==> config.mk <==
export PLATFORM = sky130hd
export DESIGN_NAME = seq_controller
export DESIGN_NICKNAME = d
export VERILOG_FILES = /design/src/rtl/seq_controller.sv
export SDC_FILE = /design/constraint.sdc
export NUM_CORES = 1
export LEC_CHECK = 0
export CORE_AREA = 3 3 42 44
export DETAILED_ROUTE_END_ITERATION = 16
export DIE_AREA = 0 0 45 47
export GPL_TIMING_DRIVEN = 0
export PLACE_DENSITY = 0.81
export SYNTH_ARGS = -nofsm -noshare
export SYNTH_HDL_FRONTEND = slang
export SYNTH_SLANG_ARGS = --single-unit
export TNS_END_PERCENT = 50
==> constraint.sdc <==
create_clock -name clk -period 2.1 [get_ports clk]
set_input_delay 0.42 -clock clk [delete_from_list [all_inputs] [get_ports clk]]
set_output_delay 0.42 -clock clk [all_outputs]
set_load 0.1 [all_outputs]
==> src/rtl/seq_controller.sv <==
// Multicycle sequencer for MIPS8: byte-wise fetch, memory-ready waits and vectored interrupt entry.
// All outputs decode combinationally from state; ie and irq_vec are the only registered outputs.
module seq_controller #(
  parameter int FETCH_BYTES = 2,
  parameter int N_IRQ       = 2,
  localparam int IDXW       = (N_IRQ > 1) ? $clog2(N_IRQ) : 1
) (
  input  logic                   clk,
  input  logic                   rst,
  input  logic [2:0]             op_class,
  input  logic                   br_taken,
  input  logic [N_IRQ-1:0]       irq,
  input  logic                   mem_rdy,
  output logic                   enPC,
  output logic [FETCH_BYTES-1:0] enIR,
  output logic                   enData,
  output logic                   enFlags,
  output logic                   we,
  output logic                   mem_we,
  output logic                   mem_re,
  output logic                   addr_src,
  output logic [1:0]             pc_src,
  output logic [1:0]             reg_src,
  output logic                   reg_dst,
  output logic [N_IRQ-1:0]       irq_ack,
  output logic [IDXW-1:0]        irq_vec,
  output logic                   ie
);

  localparam int CNTW = (FETCH_BYTES > 1) ? $clog2(FETCH_BYTES) : 1;
  localparam logic [CNTW-1:0] CNT_LAST = CNTW'(FETCH_BYTES - 1);

  localparam logic [2:0] OP_ALU    = 3'd0;
  localparam logic [2:0] OP_CMP    = 3'd1;
  localparam logic [2:0] OP_BRANCH = 3'd2;
  localparam logic [2:0] OP_LOAD   = 3'd3;
  localparam logic [2:0] OP_STORE  = 3'd4;
  localparam logic [2:0] OP_MOV    = 3'd5;
  localparam logic [2:0] OP_RETI   = 3'd6;
  localparam logic [2:0] OP_EI     = 3'd7;

  typedef enum logic [2:0] {
    S_FETCH, S_DECODE, S_EXEC, S_MEM, S_WB, S_IRQ_SAVE, S_IRQ_VEC
  } state_t;

  state_t          state_q, state_d;
  logic [CNTW-1:0] cnt_q, cnt_d;
  logic            ie_q, ie_d;
  logic [IDXW-1:0] irq_vec_q, irq_vec_d;
  logic [IDXW-1:0] irq_sel;
  logic            instr_end;

  always_ff @(posedge clk or negedge rst) begin
    if (!rst) begin
      state_q   <= S_FETCH;
      cnt_q     <= '0;
      ie_q      <= 1'b0;
      irq_vec_q <= '0;
    end else begin
      state_q   <= state_d;
      cnt_q     <= cnt_d;
      ie_q      <= ie_d;
      irq_vec_q <= irq_vec_d;
    end
  end

  // Lowest-numbered pending request wins.
  always_comb begin
    irq_sel = '0;
    for (int i = N_IRQ - 1; i >= 0; i--) begin
      if (irq[i]) irq_sel = IDXW'(i);
    end
  end

  always_comb begin
    state_d   = state_q;
    cnt_d     = cnt_q;
    ie_d      = ie_q;
    irq_vec_d = irq_vec_q;
    instr_end = 1'b0;
    enPC      = 1'b0;
    enIR      = '0;
    enData    = 1'b0;
    enFlags   = 1'b0;
    we        = 1'b0;
    mem_we    = 1'b0;
    mem_re    = 1'b0;
    addr_src  = 1'b0;
    pc_src    = 2'd0;
    reg_src   = 2'd0;
    reg_dst   = 1'b0;
    irq_ack   = '0;

    case (state_q)
      S_FETCH: begin
        mem_re = 1'b1;
        if (mem_rdy) begin
          enIR = FETCH_BYTES'(1) << cnt_q;
          enPC = 1'b1;
          if (cnt_q == CNT_LAST) begin
            cnt_d   = '0;
            state_d = S_DECODE;
          end else begin
            cnt_d = cnt_q + CNTW'(1);
          end
        end
      end
      S_DECODE: begin
        state_d = (op_class == OP_LOAD || op_class == OP_STORE) ? S_MEM : S_EXEC;
      end
      S_EXEC: begin
        case (op_class)
          OP_ALU: begin
            enFlags = 1'b1;
            state_d = S_WB;
          end
          OP_CMP: begin
            enFlags   = 1'b1;
            instr_end = 1'b1;
          end
          OP_BRANCH: begin
            enPC      = br_taken;
            pc_src    = 2'd1;
            instr_end = 1'b1;
          end
          OP_MOV: begin
            we        = 1'b1;
            reg_src   = 2'd2;
            instr_end = 1'b1;
          end
          OP_RETI: begin
            enPC      = 1'b1;
            pc_src    = 2'd3;
            ie_d      = 1'b1;
            instr_end = 1'b1;
          end
          OP_EI: begin
            ie_d      = 1'b1;
            instr_end = 1'b1;
          end
          default: instr_end = 1'b1;
        endcase
      end
      S_MEM: begin
        if (op_class == OP_LOAD) begin
          mem_re   = 1'b1;
          addr_src = 1'b1;
          if (mem_rdy) begin
            enData  = 1'b1;
            state_d = S_WB;
          end
        end else if (op_class == OP_STORE) begin
          mem_we   = 1'b1;
          addr_src = 1'b1;
          if (mem_rdy) instr_end = 1'b1;
        end else begin
          state_d = S_FETCH;
        end
      end
      S_WB: begin
        we        = 1'b1;
        reg_src   = (op_class == OP_LOAD) ? 2'd1 : 2'd0;
        instr_end = 1'b1;
      end
      S_IRQ_SAVE: begin
        we      = 1'b1;
        reg_dst = 1'b1;
        reg_src = 2'd3;
        state_d = S_IRQ_VEC;
      end
      S_IRQ_VEC: begin
        enPC    = 1'b1;
        pc_src  = 2'd2;
        irq_ack = N_IRQ'(1) << irq_vec_q;
        ie_d    = 1'b0;
        state_d = S_FETCH;
      end
      default: state_d = S_FETCH;
    endcase

    // ie_d rather than ie_q so RETI/EI can take a pending interrupt at their own end.
    if (instr_end) begin
      if (ie_d && (|irq)) begin
        state_d   = S_IRQ_SAVE;
        irq_vec_d = irq_sel;
      end else begin
        state_d = S_FETCH;
      end
    end
  end

  assign ie      = ie_q;
  assign irq_vec = irq_vec_q;

endmodule

; ---- Yosys cells after proc, flatten, opt, wreduce, memory -nomap -nowiden
; Cells that the tools add are included.
[word_totals]
regBits = 6
in_bits = 9
elab_cells = 81
[op_classes]
n_addsub = 1
n_eq_ne = 19
shifts = 2
muxes = 44
n_reduce_logical = 11
[ops]
columns = operator, n
row1 = 3-bit two-way mux, 8
row2 = 1-bit two-way mux, 22
row3 = 3-bit equality test (second input constant), 7
row4 = 3-bit one-hot mux with 6 select lines, 1
row5 = 3-bit by 2-bit equality test with 1-bit output (second input constant), 4
row6 = 3-bit inequality test (second input constant), 3
row7 = 2-bit two-way mux, 4
row8 = 4-bit inequality test (second input constant), 2
row9 = 1-bit one-hot mux with 2 select lines, 4
row10 = 2-bit one-hot mux with 2 select lines, 2
row11 = 2-bit OR reduction, 4
row12 = 3-bit by 1-bit equality test with 1-bit output (second input constant), 2
row13 = 3-bit zero test, 2
row14 = 1-bit one-hot mux with 3 select lines, 2
row15 = 2-bit one-hot mux with 3 select lines, 1
row16 = 6-bit AND reduction, 1
row17 = 2-bit AND reduction, 2
row18 = 1-bit by 1-bit << shifter with 2-bit output (first input constant), 2
row19 = 2-bit inequality test (second input constant), 1
row20 = 1-bit adder (second input constant), 1
row21 = 1-bit logical AND, 1
row22 = 1-bit logical OR, 1

; ---- Longest topological paths before layout
[depth]
word_depth = 7
ltp_mapped = 6
ltp_nobuf = 5

; ---- Worst setup path before layout
; No wires, ideal clock.
[synth_path]
kind = flip-flop to output port
startpoint = register state_q[1]
endpoint = output port enPC
t_arrival_ns = 4.672
required_time_ns = 1.680
slack_ns = -2.992
stages_incl_launch_ff = 6
path_buffers = 0
path_cell_list = dfrtp_1 -> nor2b_1 -> nand2_1 -> nor3_1 -> a22o_1 -> a211o_1
[synth_between]
elab_chain_len = 2
elab_cells_between_ends = 4
classes_between = eq/ne: 2 / mux: 1 / reduce/logical: 1
[synth_rtl]
columns = element, line
row1 = "start, declared", 46  ; state_t state_q, state_d;
row2 = "start signal, assigned", 60  ; state_q <= state_d;
row3 = 3-bit equality test (tied with other cells), 94  ; case (state_q)
row4 = 1-bit one-hot mux with 3 select lines (*), 94
row5 = "end, declared", 14  ; output logic enPC,
; Every way passes the cells marked *; elsewhere a longest branch is shown, timed or not.

; ---- Worst setup path after layout
[layout_path]
startpoint = input port mem_rdy
endpoint = output port enPC
[layout_between]
elab_chain_len = 2
[layout_rtl]
columns = element, line
row1 = "start, declared", 13  ; input logic mem_rdy,
row2 = 1-bit two-way mux, 97  ; if (mem_rdy) begin
row3 = 1-bit one-hot mux with 3 select lines, 94
; Every way passes these cells.

==> results.sh <==
export IMPL_drive_gt1_frac=0.449
export IMPL_multi_input_area_um2=505
export IMPL_io_buffer_count=26
export IMPL_nFillCells=121
export IMPL_antenna_found_initial=0
export IMPL_cts_root_buf="clkbuf_4"
export IMPL_tightest_slew_ps=959
export IMPL_first_pass_iters=3
export IMPL_synthCells=75
export IMPL_initial_core_util=0.380
export IMPL_min_period_ps=2050
export IMPL_clock_skew_final_ps=3.89
export IMPL_crit_path_end_kind="primary output"
export IMPL_postSynthNetCount=84
export IMPL_synth_simple_gate_area_share=0.409
export IMPL_hold_viol=0
export IMPL_cts_tree="yes"
export IMPL_status="completed"
export IMPL_yosys_area_top_type="dfrtp_1"
export IMPL_hold_path_class="input pin to asynchronous set/reset pin"
export IMPL_vias_per_cell=5.48
export IMPL_relSlewSlack=0.363
export IMPL_synthFlopType="dfrtp_1"
export IMPL_clockBufferDepth=2
export IMPL_cp_max_fo=4
export IMPL_ys_ff_latch=6
export IMPL_synth_distinct_cells=33
export IMPL_fin_cells=123
export IMPL_synth_xor_area_frac=0.0313
export IMPL_synth_compound_area_frac=0.210
export IMPL_cts_made_buffers=3
export IMPL_critPathSlowestCell="clkdlybuf4s50_1"
export IMPL_max_cap_violations=0
export IMPL_grt_max_degree=11
export IMPL_num_vias=674
export IMPL_place_congestion=0.821
export IMPL_synth_top_family_by_area="simple AND/OR/NAND/NOR gates"
export IMPL_regArea_um2=150
export IMPL_clkLatencyLatePin_ps=240
export IMPL_clk_pin_slew_worst_paths_ps=40
export IMPL_async_flop_share=1.00
export IMPL_core_region_area_um2=1470
export IMPL_grt_pass1_vias=628
export IMPL_postSynthAreaPerCell_um2=7.46
export IMPL_row_count=14
export IMPL_slew_viol_final=0
export IMPL_fin_crit_sh=0.976
export IMPL_nNetsFinal=118
export IMPL_synth_edf_count=0
export IMPL_grt_pass1_wl_mm=2.84
export IMPL_cp_cell_sequence="clkdlybuf4s50_1 -> nand2b_4 -> nor3_4 -> a211o_4 -> buf_12"
export IMPL_yosysWarnings=0
export IMPL_grt_total_usage=0.182
export IMPL_drt_iter0_drc=12
export IMPL_ys_top_cells_by_area="dfrtp_1 27%, nor2_1 10%, nand2_1 4.7%"
export IMPL_wire_per_inst_um=14.6
export IMPL_area_delta_synth_final_pct=83.2
export IMPL_rsz0062_at_grt="true"
export IMPL_ios=27
export IMPL_drc_errors=0
export IMPL_dp_hpwl_mm=1.30
export IMPL_grt_overflow=0
export IMPL_critical_path_class="input pin to primary output"
export IMPL_seq_area_frac_synth=0.268
export IMPL_final_cell_mix="14 x nor2_1, 10 x buf_4, 7 x clkbuf_4, 6 x dfrtp_1"
export IMPL_n_antenna_cell=0
export IMPL_synth_mux_area_frac=0.0179
export IMPL_dieHeight_um=47
export IMPL_htree_levels=1
export IMPL_fp_dieW_um=45
export IMPL_max_stage_delay_ps=500
export IMPL_cp_required_ps=1680
export IMPL_start_kind="input pin"
export IMPL_synth_top_area_share=0.268
export IMPL_die_area_um2=2120
export IMPL_finalWirelength_mm=1.80
export IMPL_synthAdderAreaFrac=0
export IMPL_placed_cells=117
export IMPL_clock_fmax_ghz=0.488
export IMPL_worstPathArrival_ps=1630
export IMPL_syn_cell_area_um2=559
export IMPL_cts_hold_buf=0
export IMPL_layout_commonest_cell="nor2_1"
export IMPL_finalSetupViolations=0
export IMPL_cts_sinks=6
export IMPL_drtAntennaViolNets=0
==> area by class of cell <==
| class | count | share of cell area |
|---|---|---|
| Buffer | 4 | 0.0403 |
| Clock buffer | 3 | 0.0220 |
| Inverter | 3 | 0.0110 |
| Multi-Input combinational cell | 62 | 0.493 |
| Sequential cell | 6 | 0.147 |
| Tap cell | 16 | 0.0195 |
| Timing Repair Buffer | 29 | 0.267 |
==> cell usage after synthesis (2+ instances only) <==
master    instances
a21oi_1           3
nor3_1            2
dfrtp_1           6
xnor2_1           2
inv_1             3
nand2_1           7
nor4_1            2
nor2_1           15
and2_1            2
o21ai_0           3
nor3b_2           2
nand2b_1          4
clkbuf_1          2
nand3b_1          2
nor2b_1           2
==> timing repair <==
| action | 4_1_cts | 5_1_grt |
|---|---|---|
| setup buffers | 1 | 2 |
| cloned | 0 | 0 |
| pin swaps | 0 | 1 |
| endpoints found under the setup margin | 18 | 14 |
| resized for setup | 102 | 22 |
==> layer usage <==
| layer | GRT usage | wire [um] | vias up |
|---|---|---|---|
| met5 | 0 | 0 | - |
| met4 | 0.0409 | 7 | 0 |
| met2 | 0.302 | 939 | 17 |
| met3 | 0.0383 | 106 | 3 |
| met1 | 0.244 | 746 | 322 |
| li1 | - | - | 332 |
==> critical path, delay by kind of cell <==
family	cells	cell delay (ps)
buffers and inverters	2	670
AOI/OAI and AO/OA	1	320
and+or+nand+nor	2	230
==> final timing paths <==
| path | end | from | slack [ps] | depth (start not counted) |
|---|---|---|---|---|
| min in group clk | ie | ie | 600 | 2 |
| min reg2reg | ie | ie | 600 | 2 |
| max in group asynchronous | cnt_q | rst | 1440 | 1 |
| max reg2reg | state_q[0] | state_q[1] | 330 | 7 |
| max | enPC | mem_rdy | 50 | 5 |
| min | ie | rst | 430 | 1 |
==> state kept, by name, summed over array words and instances (netlist names) <==
signal   count
irq_vec      1
cnt_q        1
ie           1
state_q      3
==> metrics by stage <==
stage                      util  TNS [ps]  setup slack, ps  hold WS, ps  cell area (um^2)
after floorplan               -     -3070             -589          124               681
after global placement    0.653    -14390            -1180          578               961
after detailed placement  0.653    -14640            -1200          591               961
after CTS                 0.656     -8.49            -7.98          427               966
after global routing      0.696     -24.9            -16.6          431              1020
final                     0.696         0             50.1          427              1020
==> cells by family (layout without fill, tap and decap cells) <==
kind of cell	after synthesis	in the layout
compound gates	16	16
xor+xnor	2	2
buf+inv	7	39
flops	6	6
mux	1	1
simple gates	43	43
Power is not shown: default switching activity piles up to over one toggle a cycle in this logic, so the estimate is an artifact.
